<file path="config.mk">
export PLATFORM = sky130hd
export DESIGN_NAME = sw_debounce_ctrl
export DESIGN_NICKNAME = d
export VERILOG_FILES = /design/src/rtl/sw_debounce_pkg.sv /design/src/rtl/sw_debounce_cell.sv /design/src/rtl/sw_debounce_ctrl.sv
export SDC_FILE = /design/constraint.sdc
export NUM_CORES = 1
export LEC_CHECK = 0
export CORE_MARGIN = 2
export CORE_UTILIZATION = 59
export CTS_CLUSTER_SIZE = 14
export DETAILED_ROUTE_END_ITERATION = 10
export GPL_ROUTABILITY_DRIVEN = 0
export GPL_TIMING_DRIVEN = 0
export PLACE_DENSITY = 0.79
export SYNTH_ARGS = -nofsm -noshare
export SYNTH_HDL_FRONTEND = slang
export SYNTH_SLANG_ARGS = --single-unit
</file>
<file path="constraint.sdc">
create_clock -name clk -period 3.42 [get_ports clk]
set_input_delay 0.684 -clock clk [delete_from_list [all_inputs] [get_ports clk]]
set_output_delay 0.684 -clock clk [all_outputs]
set_load 0.01 [all_outputs]
</file>
<file path="src/rtl/sw_debounce_pkg.sv">
// sw_debounce_pkg: shared types, defaults and helpers for the switch
// debounce controller (sw_debounce_ctrl and sw_debounce_cell).
//   evt_state_e  - event presenter FSM states (IDLE, PRESENT)
//   DEF_*        - default parameter values for the controller
//   clog2()      - ceiling log2, never smaller than 1 so it can size ports
package sw_debounce_pkg;

    typedef enum logic {
        IDLE    = 1'b0,
        PRESENT = 1'b1
    } evt_state_e;

    localparam int DEF_N_SW         = 10;
    localparam int DEF_CLK_HZ       = 50_000_000;
    localparam int DEF_TICK_HZ      = 1000;
    localparam int DEF_STABLE_TICKS = 20;

    // Minimum of 1 keeps a one-switch build from creating a zero-width index.
    function automatic int clog2(input int value);
        int w;
        for (w = 1; (1 << w) < value; w++) begin
        end
        return w;
    endfunction

endpackage

</file>
<file path="src/rtl/sw_debounce_cell.sv">
// sw_debounce_cell: one switch lane of the debounce controller.
//   clk, rst  - system clock, synchronous active-high reset
//   tick      - sample-tick pulse; the lane state only moves on a tick
//   sw_raw    - raw asynchronous switch level
//   sw_d      - debounced level
//   set_rise  - one-cycle strobe: debounced level just went 0->1
//   set_fall  - one-cycle strobe: debounced level just went 1->0
//               (port exists only when SWDB_FALL_EVENT_EN is defined)
// The strobes are combinational and coincide with the tick edge that
// updates sw_d, so the parent sets its pending bit on that same edge.
module sw_debounce_cell
    import sw_debounce_pkg::*;
#(
    parameter int STABLE_TICKS = DEF_STABLE_TICKS
) (
    input  logic clk,
    input  logic rst,
    input  logic tick,
    input  logic sw_raw,
    output logic sw_d,
    output logic set_rise
`ifdef SWDB_FALL_EVENT_EN
    ,
    output logic set_fall
`endif
);

    localparam int              CW       = clog2(STABLE_TICKS + 1);
    localparam logic [CW-1:0]   CNT_LAST = CW'(STABLE_TICKS - 1);

    logic          sync_q1;
    logic          sync_q2;
    logic [CW-1:0] cnt;
    logic          differs;
    logic          accept;

    assign differs  = sync_q2 ^ sw_d;
    // The counter tops out at STABLE_TICKS-1: the next differing sample is
    // the accepting one, so the counter never wraps.
    assign accept   = tick & differs & (cnt == CNT_LAST);
    assign set_rise = accept & sync_q2;
`ifdef SWDB_FALL_EVENT_EN
    assign set_fall = accept & ~sync_q2;
`endif

    always_ff @(posedge clk) begin
        if (rst) begin
            sync_q1 <= 1'b0;
            sync_q2 <= 1'b0;
            cnt     <= '0;
            sw_d    <= 1'b0;
        end else begin
            sync_q1 <= sw_raw;
            sync_q2 <= sync_q1;
            if (tick) begin
                if (!differs) begin
                    cnt <= '0;
                end else if (cnt == CNT_LAST) begin
                    sw_d <= sync_q2;
                    cnt  <= '0;
                end else begin
                    cnt <= cnt + CW'(1);
                end
            end
        end
    end

endmodule

</file>
<file path="src/rtl/sw_debounce_ctrl.sv">
// sw_debounce_ctrl: debounce controller and event scheduler for N_SW slide
// switches.
//   clk, rst    - system clock, synchronous active-high reset
//   iSW         - raw asynchronous switch levels
//   oSW_d       - debounced switch levels
//   oTick       - one-cycle sample tick, every CLK_HZ/TICK_HZ cycles
//   oEvt_valid  - an event is presented
//   iEvt_ready  - consumer accepts the presented event
//   oEvt_idx    - switch index of the presented event
//   oEvt_rise   - 1 = rising edge, 0 = falling edge
//   oOvf        - sticky: an edge was coalesced into a still-pending one
// Build option SWDB_FALL_EVENT_EN: when defined, falling debounced edges are
// queued and reported too; otherwise only rising edges are reported and
// oEvt_rise is tied to 1 (oSW_d tracks both directions either way).
//
// Handshake: oEvt_valid rises only from IDLE; while valid && !ready the
// index/direction hold still; the event transfers on a clock edge where
// valid && ready, valid drops on the next cycle, and the FSM needs one IDLE
// cycle before presenting again (at most one event per two cycles).
module sw_debounce_ctrl
    import sw_debounce_pkg::*;
#(
    parameter int N_SW         = DEF_N_SW,
    parameter int CLK_HZ       = DEF_CLK_HZ,
    parameter int TICK_HZ      = DEF_TICK_HZ,
    parameter int STABLE_TICKS = DEF_STABLE_TICKS
) (
    input  logic                     clk,
    input  logic                     rst,
    input  logic [N_SW-1:0]          iSW,
    output logic [N_SW-1:0]          oSW_d,
    output logic                     oTick,
    output logic                     oEvt_valid,
    input  logic                     iEvt_ready,
    output logic [clog2(N_SW)-1:0]   oEvt_idx,
    output logic                     oEvt_rise,
    output logic                     oOvf
);

    localparam int IDXW = clog2(N_SW);
    localparam int DIV  = CLK_HZ / TICK_HZ;
    localparam int PW   = clog2(DIV);

    // Prescaler: 0..DIV-1, tick during the last count.
    logic [PW-1:0] pcnt;

    always_ff @(posedge clk) begin
        if (rst) begin
            pcnt <= '0;
        end else if (pcnt == PW'(DIV - 1)) begin
            pcnt <= '0;
        end else begin
            pcnt <= pcnt + PW'(1);
        end
    end

    assign oTick = (pcnt == PW'(DIV - 1));

    // Per-switch lanes.
    logic [N_SW-1:0] set_rise_v;
`ifdef SWDB_FALL_EVENT_EN
    logic [N_SW-1:0] set_fall_v;
`endif

    for (genvar g = 0; g < N_SW; g++) begin : g_cell
        sw_debounce_cell #(
            .STABLE_TICKS (STABLE_TICKS)
        ) u_cell (
            .clk      (clk),
            .rst      (rst),
            .tick     (oTick),
            .sw_raw   (iSW[g]),
            .sw_d     (oSW_d[g]),
            .set_rise (set_rise_v[g])
`ifdef SWDB_FALL_EVENT_EN
            ,
            .set_fall (set_fall_v[g])
`endif
        );
    end

    // Pending bits, arbiter and presenter FSM.
    evt_state_e      state, state_nx;
    logic [N_SW-1:0] pend_rise, pend_rise_nx, clr_rise;
    logic [N_SW-1:0] pend_any, sel;
    logic [IDXW-1:0] pick, idx_nx;
    logic            take;
    logic            ovf_nx;
`ifdef SWDB_FALL_EVENT_EN
    logic [N_SW-1:0] pend_fall, pend_fall_nx, clr_fall;
    logic            evt_rise_q, rise_nx;
`endif

    always_comb begin
        pend_any = pend_rise;
`ifdef SWDB_FALL_EVENT_EN
        pend_any = pend_rise | pend_fall;
`endif
        // Isolate the lowest set bit: x & -x.
        sel  = pend_any & (~pend_any + N_SW'(1));
        pick = '0;
        for (int i = 0; i < N_SW; i++) begin
            if (sel[i]) pick = IDXW'(i);
        end

        state_nx = state;
        idx_nx   = oEvt_idx;
        take     = 1'b0;
        case (state)
            IDLE: begin
                if (|pend_any) begin
                    take     = 1'b1;
                    idx_nx   = pick;
                    state_nx = PRESENT;
                end
            end
            PRESENT: begin
                if (iEvt_ready) state_nx = IDLE;
            end
            default: state_nx = IDLE;
        endcase

        // A set landing on the bit being cleared wins, so nothing is lost;
        // a set landing on a bit that stays pending is coalesced -> overflow.
        clr_rise     = take ? (sel & pend_rise) : '0;
        pend_rise_nx = (pend_rise & ~clr_rise) | set_rise_v;
        ovf_nx       = oOvf | (|(set_rise_v & pend_rise & ~clr_rise));
`ifdef SWDB_FALL_EVENT_EN
        // Rise has priority when both directions are pending on one switch.
        rise_nx      = take ? (|(sel & pend_rise)) : evt_rise_q;
        clr_fall     = take ? (sel & ~pend_rise) : '0;
        pend_fall_nx = (pend_fall & ~clr_fall) | set_fall_v;
        ovf_nx       = ovf_nx | (|(set_fall_v & pend_fall & ~clr_fall));
`endif
    end

    always_ff @(posedge clk) begin
        if (rst) begin
            state      <= IDLE;
            oEvt_idx   <= '0;
            pend_rise  <= '0;
            oOvf       <= 1'b0;
`ifdef SWDB_FALL_EVENT_EN
            pend_fall  <= '0;
            evt_rise_q <= 1'b0;
`endif
        end else begin
            state      <= state_nx;
            oEvt_idx   <= idx_nx;
            pend_rise  <= pend_rise_nx;
            oOvf       <= ovf_nx;
`ifdef SWDB_FALL_EVENT_EN
            pend_fall  <= pend_fall_nx;
            evt_rise_q <= rise_nx;
`endif
        end
    end

    assign oEvt_valid = (state == PRESENT);
`ifdef SWDB_FALL_EVENT_EN
    assign oEvt_rise  = evt_rise_q;
`else
    assign oEvt_rise  = 1'b1;
`endif

endmodule

</file>
* After elaboration in Yosys (flattened, before gate mapping) *
Index checks and enable logic that the tools add are counted.

operators by class
  $mul = 0
  eq/ne operators = 11
  reductions and logical operators = 14
  div/mod/pow operators = 0
  bitwise gates (word level) = 50
  add/subtract/negate cells = 12
  muxes and demuxes = 34
  shift operators = 0
  magnitude comparators = 0

operators by type and width
  cell                                                             number
  5-bit two-way mux                                                20
  5-bit by 1-bit adder with 5-bit output, second input constant    10
  10-bit AND                                                       5
  5-bit equality test, second input constant                       10
  4-bit two-way mux                                                8
  1-bit AND                                                        30
  3-bit AND reduction                                              10
  10-bit inverter                                                  2
  10-bit OR reduction                                              2
  16-bit by 1-bit adder with 16-bit output, second input constant  1
  16-bit equality test, second input constant                      1
  10-bit by 1-bit adder with 10-bit output, second input constant  1
  10-bit two-way mux                                               1
  10-bit bitwise OR                                                1
  1-bit XOR                                                        10
  1-bit two-way mux                                                4
  1-bit one-hot mux with 2 select lines                            1
  2-bit AND reduction                                              1
  2-bit OR reduction                                               1
  1-bit inverter                                                   1
  1-bit bitwise OR                                                 1

word-level totals
  memories kept = 0
  latch bits = 0
  bits in read-only memories = 0
  RAM bits = 0
  input bits = 13
  word-level logic and storage cells = 166
  output and inout port bits = 18
  register bits = 112

* Depth between registers and ports, before layout *
Gate-level depths: netlist of the first run.

  depth in word-level cells = 12
  gate-level depth with buffers = 9
  mapped depth without buffers = 7

* Modules after synthesis *
A second synthesis of the first run with hierarchy kept.

second synthesis, totals
  cells, all modules = 625
  area total of the unflattened synthesis = 5420.2 um2

modules (own cells, without submodules)
  module            cells each  seq. area each (um2)  times used  area each (um2)
  sw_debounce_cell  44          160.2                 10          386.6
  sw_debounce_ctrl  185         640.6                 1           1554.0

* Worst setup path before layout of the first run *
OpenSTA, ideal clock, no wires.

  path kind = flip-flop to output port
  from = register pcnt[10]
  to = output oTick
  stages on the path, launching flop included = 7
  data arrival time = 1963 ps
  slack = 773 ps
  required time = 2736 ps
  buffers on the path = 3
  cell sequence = dfxtp_1 > or4b_1 > or4_1 > buf_2 > clkinv_1 > buf_2 > buf_2

on the way
  longest elaborated chain between the ends = 1

ends and longest elaborated chain
  what                      RTL line                RTL
  start: declaration        sw_debounce_ctrl.sv:45  logic [PW-1:0] pcnt;
  start signal: assignment  sw_debounce_ctrl.sv:53  pcnt <= pcnt + PW'(1);
  16-bit equality test      sw_debounce_ctrl.sv:57  assign oTick = (pcnt == PW'(DIV - 1));
  end: declaration          sw_debounce_ctrl.sv:32  output logic oTick,

No other way between the ends.

* Final worst setup path of the first run *
Ends and elaborated chain as after synthesis.

==> impl_metrics.xml, run 1 <==
<?xml version="1.0" encoding="UTF-8"?>
<metrics>
  <group name="die">
    <metric name="rows" unit="">33</metric>
    <metric name="top_level_ports" unit="">31</metric>
    <metric name="initial_utilization" unit="%">61.05</metric>
    <metric name="die_x" unit="um">96.21</metric>
    <metric name="fp.coreArea" unit="sq mm">0.008217</metric>
    <metric name="fp.dieArea" unit="sq mm">0.009255</metric>
    <metric name="die_y" unit="um">96.21</metric>
  </group>
  <group name="critical_path">
    <metric name="worstPathMaxFanout" unit="">10</metric>
    <metric name="cp.arrival" unit="ns">2.65</metric>
    <metric name="setup.worst_path.class" unit="">reg -&gt; out</metric>
    <metric name="critical_path.endpoint_type" unit="">primary output</metric>
    <metric name="critPathRequiredTime" unit="ns">2.74</metric>
    <metric name="reg2reg_depth" unit="">8</metric>
    <metric name="crit_path_start_kind" unit="">register</metric>
  </group>
  <group name="final_layout">
    <metric name="synthesis_to_layout_area_growth" unit="%">12.62</metric>
    <metric name="final_instance_area" unit="sq mm">0.005649</metric>
    <metric name="num_antenna_cells" unit="">0</metric>
    <metric name="drive_gt1_share" unit="%">7.317</metric>
    <metric name="num-nets-final" unit="">636</metric>
    <metric name="register_area" unit="sq mm">0.002242</metric>
    <metric name="n_fill_cell" unit="">674</metric>
    <metric name="multi_input_area" unit="sq mm">0.002545</metric>
    <metric name="instances_no_fill" unit="">720</metric>
  </group>
  <group name="placed_design">
    <metric name="dp.cells" unit="">706</metric>
    <metric name="dpl.hpwl" unit="mm">7.982</metric>
    <metric name="dpl_worst_slack" unit="ns">-0.2089</metric>
    <metric name="dpl_cell_area" unit="sq mm">0.005438</metric>
    <metric name="io_buffers" unit="">29</metric>
  </group>
  <group name="sta">
    <metric name="worst_pin_slew" unit="ns">0.9141</metric>
    <metric name="timing.hold.ws" unit="ns">0.4465</metric>
    <metric name="hold_viol" unit="">0</metric>
    <metric name="worst_clock_skew" unit="ns">0.009084</metric>
    <metric name="finalSetupViolations" unit="">0</metric>
    <metric name="final_critical_path_required_period" unit="ns">3.335</metric>
    <metric name="finalCritPeriodShare" unit="%">97.52</metric>
    <metric name="finalMaxSlewViolations" unit="">0</metric>
    <metric name="timing.final.ws_setup" unit="ns">0.08487</metric>
    <metric name="fmax" unit="MHz">299.8</metric>
    <metric name="slew-limit-headroom" unit="%">38.23</metric>
    <metric name="rsz_0062_raised_after_global_routing" unit="">false</metric>
  </group>
  <group name="run_status">
    <metric name="status" unit="">finished, final reports clean</metric>
  </group>
  <group name="grt">
    <metric name="grt.met3_usage" unit="%">4.933</metric>
    <metric name="grt_max_degree" unit="">18</metric>
    <metric name="grt_remaining_overflow" unit="">0</metric>
    <metric name="number_of_global_route_vias_before_repair" unit="">3905</metric>
    <metric name="track_usage" unit="%">25.31</metric>
    <metric name="global_route.usage.met1" unit="%">31.96</metric>
    <metric name="gr-max-usage-layer" unit="">met2</metric>
    <metric name="use_met2" unit="%">43.81</metric>
    <metric name="antenna_found_initial" unit="">0</metric>
    <metric name="grt_first_pass_wirelength" unit="mm">18.13</metric>
  </group>
  <group name="drt">
    <metric name="viasPerCell" unit="">5.900</metric>
    <metric name="drtIter0Drc" unit="">222</metric>
    <metric name="drc" unit="">0</metric>
    <metric name="routed-via-count" unit="">4248</metric>
    <metric name="dr.pass1.iters" unit="">4</metric>
    <metric name="wl_final" unit="mm">11.20</metric>
    <metric name="drt-wirelength-per-cell" unit="um">15.55</metric>
    <metric name="route.antenna.remaining_nets" unit="">0</metric>
  </group>
  <group name="synth">
    <metric name="syn_area_cell" unit="sq um">8.769</metric>
    <metric name="synth_nets" unit="">596</metric>
    <metric name="yosysSeqAreaShare" unit="%">44.70</metric>
    <metric name="postSynthRegisterBits" unit="">112</metric>
    <metric name="yosys_warnings" unit="">0</metric>
    <metric name="post_synthesis_xor_xnor_area_fraction" unit="%">4.714</metric>
    <metric name="synthesized_area_fraction_occupied_by_adder_cells" unit="%">2.744</metric>
    <metric name="ys_top_cells_by_area" unit="">sky130_fd_sc_hd__dfxtp_1 (45%), sky130_fd_sc_hd__nand2_1 (4.7%), sky130_fd_sc_hd__nor2b_1 (3.9%), sky130_fd_sc_hd__nand3_1 (3.7%), sky130_fd_sc_hd__a21oi_1 (3.4%)</metric>
    <metric name="leading_area_contributor_after_synthesis" unit="">sky130_fd_sc_hd__dfxtp_1</metric>
    <metric name="yosysMostFrequentCell" unit="">sky130_fd_sc_hd__dfxtp_1</metric>
    <metric name="post_synthesis_compound_gate_area_fraction" unit="%">14.27</metric>
    <metric name="asyncSetResetFlopFracSynth" unit="%">0</metric>
    <metric name="synth_cell_type_count" unit="">56</metric>
    <metric name="synth_enable_flop_cells" unit="">0</metric>
    <metric name="synth-main-ff-cell" unit="">sky130_fd_sc_hd__dfxtp_1</metric>
    <metric name="synthMuxAreaShare" unit="%">0.2245</metric>
    <metric name="dominant_combinational_cell_family_by_area_after_synthesis" unit="">simple AND/OR/NAND/NOR gates</metric>
    <metric name="simple_gate_area_share_of_the_yosys_netlist" unit="%">28.71</metric>
    <metric name="yosysTopAreaCellShare" unit="%">44.70</metric>
    <metric name="post_synthesis_cell_count" unit="">572</metric>
    <metric name="post_synth_most_frequent_cells" unit="">sky130_fd_sc_hd__dfxtp_1 (112), sky130_fd_sc_hd__nand2_1 (63), sky130_fd_sc_hd__nand3_1 (37)</metric>
    <metric name="synth.cell_area" unit="sq mm">0.005016</metric>
  </group>
  <group name="clock_tree">
    <metric name="cts-buffers-inserted" unit="">9</metric>
    <metric name="clkTransAtPathRegs" unit="ns">0.10</metric>
    <metric name="tritoncts" unit="">yes</metric>
    <metric name="cts_repair_resize_count" unit="">8</metric>
    <metric name="worst_skew_pair.late_latency" unit="ns">0.37</metric>
    <metric name="max-clock-path-buffers" unit="">2</metric>
    <metric name="total_setup_buffers_inserted_after_cts" unit="">0</metric>
    <metric name="htree_num_levels" unit="">3</metric>
    <metric name="clkSinkCount" unit="">112</metric>
    <metric name="post_cts_hold_buffer_count" unit="">0</metric>
    <metric name="cts_root_buf" unit="">sky130_fd_sc_hd__clkbuf_8</metric>
  </group>
  <group name="power">
    <metric name="switchingPower" unit="W">0.0004812</metric>
    <metric name="p_leak" unit="nW">2.092</metric>
    <metric name="power_per_cell_area" unit="mW/mm^2">386.5</metric>
    <metric name="internal_power" unit="W">0.001702</metric>
    <metric name="power.share.clock" unit="%">35.9</metric>
    <metric name="ir_worst_vdd" unit="V">0.0003073</metric>
    <metric name="power.switching_fraction" unit="%">22.04</metric>
    <metric name="combinationalPowerShare" unit="%">3.4</metric>
    <metric name="power.sequential.fraction" unit="%">60.7</metric>
  </group>
  <group name="hold_path">
    <metric name="timing.hold.worst_path_depth" unit="">1</metric>
    <metric name="worstHoldPathType" unit="">reg -&gt; reg</metric>
  </group>
  <group name="flow_run">
    <metric name="maxCapViolations" unit="">0</metric>
  </group>
</metrics>
==> flip-flops by register name, indices dropped and copies added, names as in the netlist <==
| signal | count |
|---|---|
| g_cell.u_cell.cnt | 50 |
| pcnt | 16 |
| g_cell.u_cell.sw_d | 10 |
| g_cell.u_cell.sync_q1 | 10 |
| g_cell.u_cell.sync_q2 | 10 |
| pend_any | 10 |
| oEvt_idx | 4 |
| oEvt_valid | 1 |
| oOvf | 1 |
==> through the flow <==
step                      total power [W]  utilization [%]  setup TNS (ns)
after floorplan                  0.001395                -               0
after global placement           0.001427            66.18         -0.2091
after detailed placement         0.001429            66.18         -0.2089
after CTS                        0.002200            68.74               0
after global routing             0.002251            68.75               0
final                            0.002184            68.75               0
==> worst paths after layout <==
kind | from | end | slack [ns]
worst max-delay path | pcnt[10] | oTick | 0.08
worst min-delay path | g_cell[9].u_cell.sync_q1 | g_cell[9].u_cell.sync_q2 | 0.45
worst max register to register | pcnt[10] | pcnt[4] | 0.54
worst min register to register | g_cell[9].u_cell.sync_q1 | g_cell[9].u_cell.sync_q2 | 0.45
==> layer usage <==
| metal | wire (um) | vias to the layer above |
|---|---|---|
| met3 | 674 | 16 |
| met5 | 0 | - |
| li1 | - | 2103 |
| met1 | 4908 | 2004 |
| met2 | 5441 | 125 |
| met4 | 173 | 0 |
==> layout make-up <==
class                   count  share of cell area [%]
plain buffers              37                   3.721
clock buffers              10                   2.436
clock inverters             4                  0.9524
inverters                   9                  0.6866
multi-input cells         414                   45.05
flip-flops and latches    112                   39.69
well taps                 105                   2.326
repair buffers             29                   5.138
==> power by group through the flow <==
stage,logic [W],registers (W),clock network (W)
2_1_floorplan,0.0000423,0.00135,0
3_3_place_gp,0.0000726,0.00135,0
3_5_place_dp,0.0000732,0.00136,0
4_1_cts,0.0000735,0.00133,0.000801
5_1_grt,0.0000805,0.00133,0.000843
6_report,0.0000737,0.00132,0.000785
==> worst max-delay path, stage by stage (launching register included) <==
cell and delay [ns]:
sky130_fd_sc_hd__dfxtp_1 0.35, sky130_fd_sc_hd__or4b_1 0.51, sky130_fd_sc_hd__or4_1 0.54, sky130_fd_sc_hd__buf_4 0.19, sky130_fd_sc_hd__clkinv_4 0.09, sky130_fd_sc_hd__buf_6 0.17, sky130_fd_sc_hd__buf_6 0.17, sky130_fd_sc_hd__clkdlybuf4s15_1 0.25
==> cell families (layout without fill, tap and decap cells) <==
family                   after synthesis  after routing
AO/OA/AOI/OAI                        116            116
XOR/XNOR                              27             27
flip-flops                           112            112
buffers and inverters                 46             89
other                                  1              1
multiplexers                           1              1
AND/OR/NAND/NOR                      258            258
adder cells (fa/ha/maj)               11             11
==> cell usage in the layout (no fill, tap or decap), types with 10 or more instances in the layout <==
cell,count
sky130_fd_sc_hd__a21o_1,12
sky130_fd_sc_hd__a21oi_1,34
sky130_fd_sc_hd__buf_4,12
sky130_fd_sc_hd__clkbuf_1,18
sky130_fd_sc_hd__clkbuf_8,10
sky130_fd_sc_hd__clkdlybuf4s50_1,28
sky130_fd_sc_hd__dfxtp_1,112
sky130_fd_sc_hd__ha_1,11
sky130_fd_sc_hd__nand2_1,63
sky130_fd_sc_hd__nand3_1,37
sky130_fd_sc_hd__nor2_1,36
sky130_fd_sc_hd__nor2b_1,31
sky130_fd_sc_hd__nor3_1,12
sky130_fd_sc_hd__o21ai_0,30
sky130_fd_sc_hd__or4_1,10
sky130_fd_sc_hd__xnor2_1,10
sky130_fd_sc_hd__xor2_1,17
(Power assumes the default switching activity.)
==> run 2: changes to the inputs <==
ABC_CLOCK_PERIOD_IN_PS = 3420   (was unset)
SLEW_MARGIN = 40   (was unset)
==> impl_metrics.xml, run 2 (synthesis gave the netlist of run 1 again) <==
<?xml version="1.0" encoding="UTF-8"?>
<metrics>
  <group name="critical_path">
    <metric name="critical_path.endpoint_type" unit="">primary output</metric>
    <metric name="worst_setup_path_endpoint" unit="">oTick</metric>
    <metric name="crit_path_start_kind" unit="">register</metric>
    <metric name="cp.arrival" unit="ns">2.65</metric>
    <metric name="setup.worst_path.class" unit="">reg -&gt; out</metric>
    <metric name="critPathRequiredTime" unit="ns">2.74</metric>
    <metric name="reg2reg_depth" unit="">8</metric>
    <metric name="timing.rr.end" unit="">pcnt[4]</metric>
    <metric name="worstSetupStartpoint" unit="">pcnt[10]</metric>
    <metric name="worstPathMaxFanout" unit="">10</metric>
    <metric name="regToRegSetupSlack" unit="ns">0.54</metric>
    <metric name="r2r-start" unit="">pcnt[10]</metric>
  </group>
  <group name="die">
    <metric name="top_level_ports" unit="">31</metric>
    <metric name="rows" unit="">33</metric>
    <metric name="initial_utilization" unit="%">61.05</metric>
    <metric name="fp.coreArea" unit="sq mm">0.008217</metric>
    <metric name="die_y" unit="um">96.21</metric>
    <metric name="fp.dieArea" unit="sq mm">0.009255</metric>
    <metric name="die_x" unit="um">96.21</metric>
  </group>
  <group name="final_layout">
    <metric name="largest_register" unit="">g_cell.u_cell.cnt</metric>
    <metric name="num_antenna_cells" unit="">0</metric>
    <metric name="drive_gt1_share" unit="%">7.805</metric>
    <metric name="synthesis_to_layout_area_growth" unit="%">13.00</metric>
    <metric name="highest_count_cells_in_the_layout_ignoring_fill_and_taps" unit="">sky130_fd_sc_hd__dfxtp_1 (112), sky130_fd_sc_hd__nand2_1 (63), sky130_fd_sc_hd__nand3_1 (37), sky130_fd_sc_hd__nor2_1 (36), sky130_fd_sc_hd__a21oi_1 (34)</metric>
    <metric name="largest_register_ff_count" unit="">50</metric>
    <metric name="final_core_util" unit="%">68.98</metric>
    <metric name="instances_no_fill" unit="">720</metric>
    <metric name="final_common_cell" unit="">sky130_fd_sc_hd__dfxtp_1</metric>
    <metric name="num-nets-final" unit="">636</metric>
    <metric name="final_instance_area" unit="sq mm">0.005668</metric>
    <metric name="reg.largest.list" unit="">g_cell.u_cell.cnt x50, pcnt x16</metric>
  </group>
  <group name="sta">
    <metric name="timing.final.ws_setup" unit="ns">0.08666</metric>
    <metric name="finalMaxSlewViolations" unit="">0</metric>
    <metric name="worst_clock_skew" unit="ns">0.008264</metric>
    <metric name="finalSetupViolations" unit="">0</metric>
    <metric name="finalCritPeriodShare" unit="%">97.47</metric>
    <metric name="worst_pin_slew" unit="ns">0.8378</metric>
    <metric name="final_critical_path_required_period" unit="ns">3.333</metric>
    <metric name="slew-limit-headroom" unit="%">43.39</metric>
    <metric name="rsz_0062_raised_after_global_routing" unit="">false</metric>
    <metric name="fmax" unit="MHz">300.0</metric>
    <metric name="hold_viol" unit="">0</metric>
    <metric name="timing.hold.ws" unit="ns">0.4466</metric>
  </group>
  <group name="placed_design">
    <metric name="dp.cells" unit="">706</metric>
    <metric name="dpl_worst_slack" unit="ns">-0.2089</metric>
    <metric name="io_buffers" unit="">29</metric>
    <metric name="dpl_cell_area" unit="sq mm">0.005438</metric>
    <metric name="dpl.hpwl" unit="mm">7.982</metric>
  </group>
  <group name="drt">
    <metric name="wl_final" unit="mm">11.21</metric>
    <metric name="route.antenna.remaining_nets" unit="">0</metric>
    <metric name="drt-wirelength-per-cell" unit="um">15.57</metric>
    <metric name="drtIter0Drc" unit="">226</metric>
    <metric name="dr.pass1.iters" unit="">5</metric>
    <metric name="viasPerCell" unit="">5.897</metric>
    <metric name="drc" unit="">0</metric>
    <metric name="routed-via-count" unit="">4246</metric>
  </group>
  <group name="grt">
    <metric name="number_of_global_route_vias_before_repair" unit="">3905</metric>
    <metric name="antenna_found_initial" unit="">0</metric>
    <metric name="global_route.usage.met1" unit="%">31.96</metric>
    <metric name="grt_remaining_overflow" unit="">0</metric>
    <metric name="grt_max_degree" unit="">18</metric>
    <metric name="track_usage" unit="%">25.31</metric>
    <metric name="grt_first_pass_wirelength" unit="mm">18.13</metric>
    <metric name="gr-max-usage-layer" unit="">met2</metric>
    <metric name="grt.met3_usage" unit="%">4.933</metric>
    <metric name="use_met2" unit="%">43.81</metric>
  </group>
  <group name="clock_tree">
    <metric name="worst_skew_pair.late_latency" unit="ns">0.37</metric>
    <metric name="cts-buffers-inserted" unit="">9</metric>
    <metric name="post_cts_hold_buffer_count" unit="">0</metric>
    <metric name="tritoncts" unit="">yes</metric>
    <metric name="htree_num_levels" unit="">3</metric>
    <metric name="clkSinkCount" unit="">112</metric>
    <metric name="cts_root_buf" unit="">sky130_fd_sc_hd__clkbuf_8</metric>
    <metric name="max-clock-path-buffers" unit="">2</metric>
    <metric name="total_setup_buffers_inserted_after_cts" unit="">0</metric>
    <metric name="clkTransAtPathRegs" unit="ns">0.10</metric>
    <metric name="cts_repair_resize_count" unit="">8</metric>
  </group>
  <group name="hold_path">
    <metric name="worst_hold_path_startpoint" unit="">g_cell[9].u_cell.sync_q1</metric>
    <metric name="worstHoldPathType" unit="">reg -&gt; reg</metric>
  </group>
  <group name="flow_run">
    <metric name="maxCapViolations" unit="">0</metric>
  </group>
  <group name="power">
    <metric name="power_per_cell_area" unit="mW/mm^2">384.9</metric>
    <metric name="p_leak" unit="nW">2.092</metric>
    <metric name="ir_worst_vdd" unit="V">0.0003072</metric>
  </group>
  <group name="run_status">
    <metric name="status" unit="">finished, final reports clean</metric>
  </group>
</metrics>
==> run 2: metrics by stage <==
step	setup TNS, ns	total power (W)
floorplan	0	0.001395
global placement	-0.2091	0.001427
detailed placement	-0.2089	0.001429
CTS	0	0.002200
global route	0	0.002251
finish	0	0.002182
==> run 2: where the power goes <==
group	switching [W]	internal (W)	leakage, nW
Combinational	0.0000419	0.0000317	1.09
Sequential	0.00000791	0.00132	0.907
Clock	0.000429	0.000354	0.0909
Total	0.000479	0.00170	2.09
==> run 2: worst min path at each step <==
stage / cells after the start / slack (ns) / to
floorplan: 1 / 0.41 / pcnt[0]
global placement: 1 / 0.42 / g_cell[2].u_cell.sync_q2
detailed placement: 1 / 0.43 / g_cell[9].u_cell.sync_q2
CTS: 1 / 0.45 / g_cell[9].u_cell.sync_q2
global route: 1 / 0.47 / g_cell[6].u_cell.sync_q2
finish: 1 / 0.45 / g_cell[9].u_cell.sync_q2
==> run 2: critical path, stage by stage (launching register included) <==
cell,delay [ns]
sky130_fd_sc_hd__dfxtp_1,0.35
sky130_fd_sc_hd__or4b_1,0.51
sky130_fd_sc_hd__or4_1,0.54
sky130_fd_sc_hd__buf_4,0.19
sky130_fd_sc_hd__clkinv_4,0.09
sky130_fd_sc_hd__buf_6,0.17
sky130_fd_sc_hd__buf_6,0.17
sky130_fd_sc_hd__clkdlybuf4s15_1,0.25
==> run 2: layout make-up <==
cell class	count	area, sq um
multi-input cells	414	2564
well taps	105	131.4
clock inverters	4	53.80
repair buffers	29	290.3
inverters	9	38.79
plain buffers	37	210.2
clock buffers	10	137.6
flip-flops and latches	112	2242
fillers	669	2549
==> run 2: per-layer routing <==
layer / wire length (um) / vias to the layer above / part of all wire [%]
met1: 4988 / 2002 / 44
met4: 175 / 0 / 1.6
met5: 0 / - / 0
li1: - / 2099 / -
met2: 5429 / 127 / 48
met3: 619 / 18 / 5.5
==> run 3: changes to the inputs <==
SKIP_LAST_GASP = 1   (was unset)
==> results of run 3 <==
Final layout, timing and power as in run 2 (identical DEF).
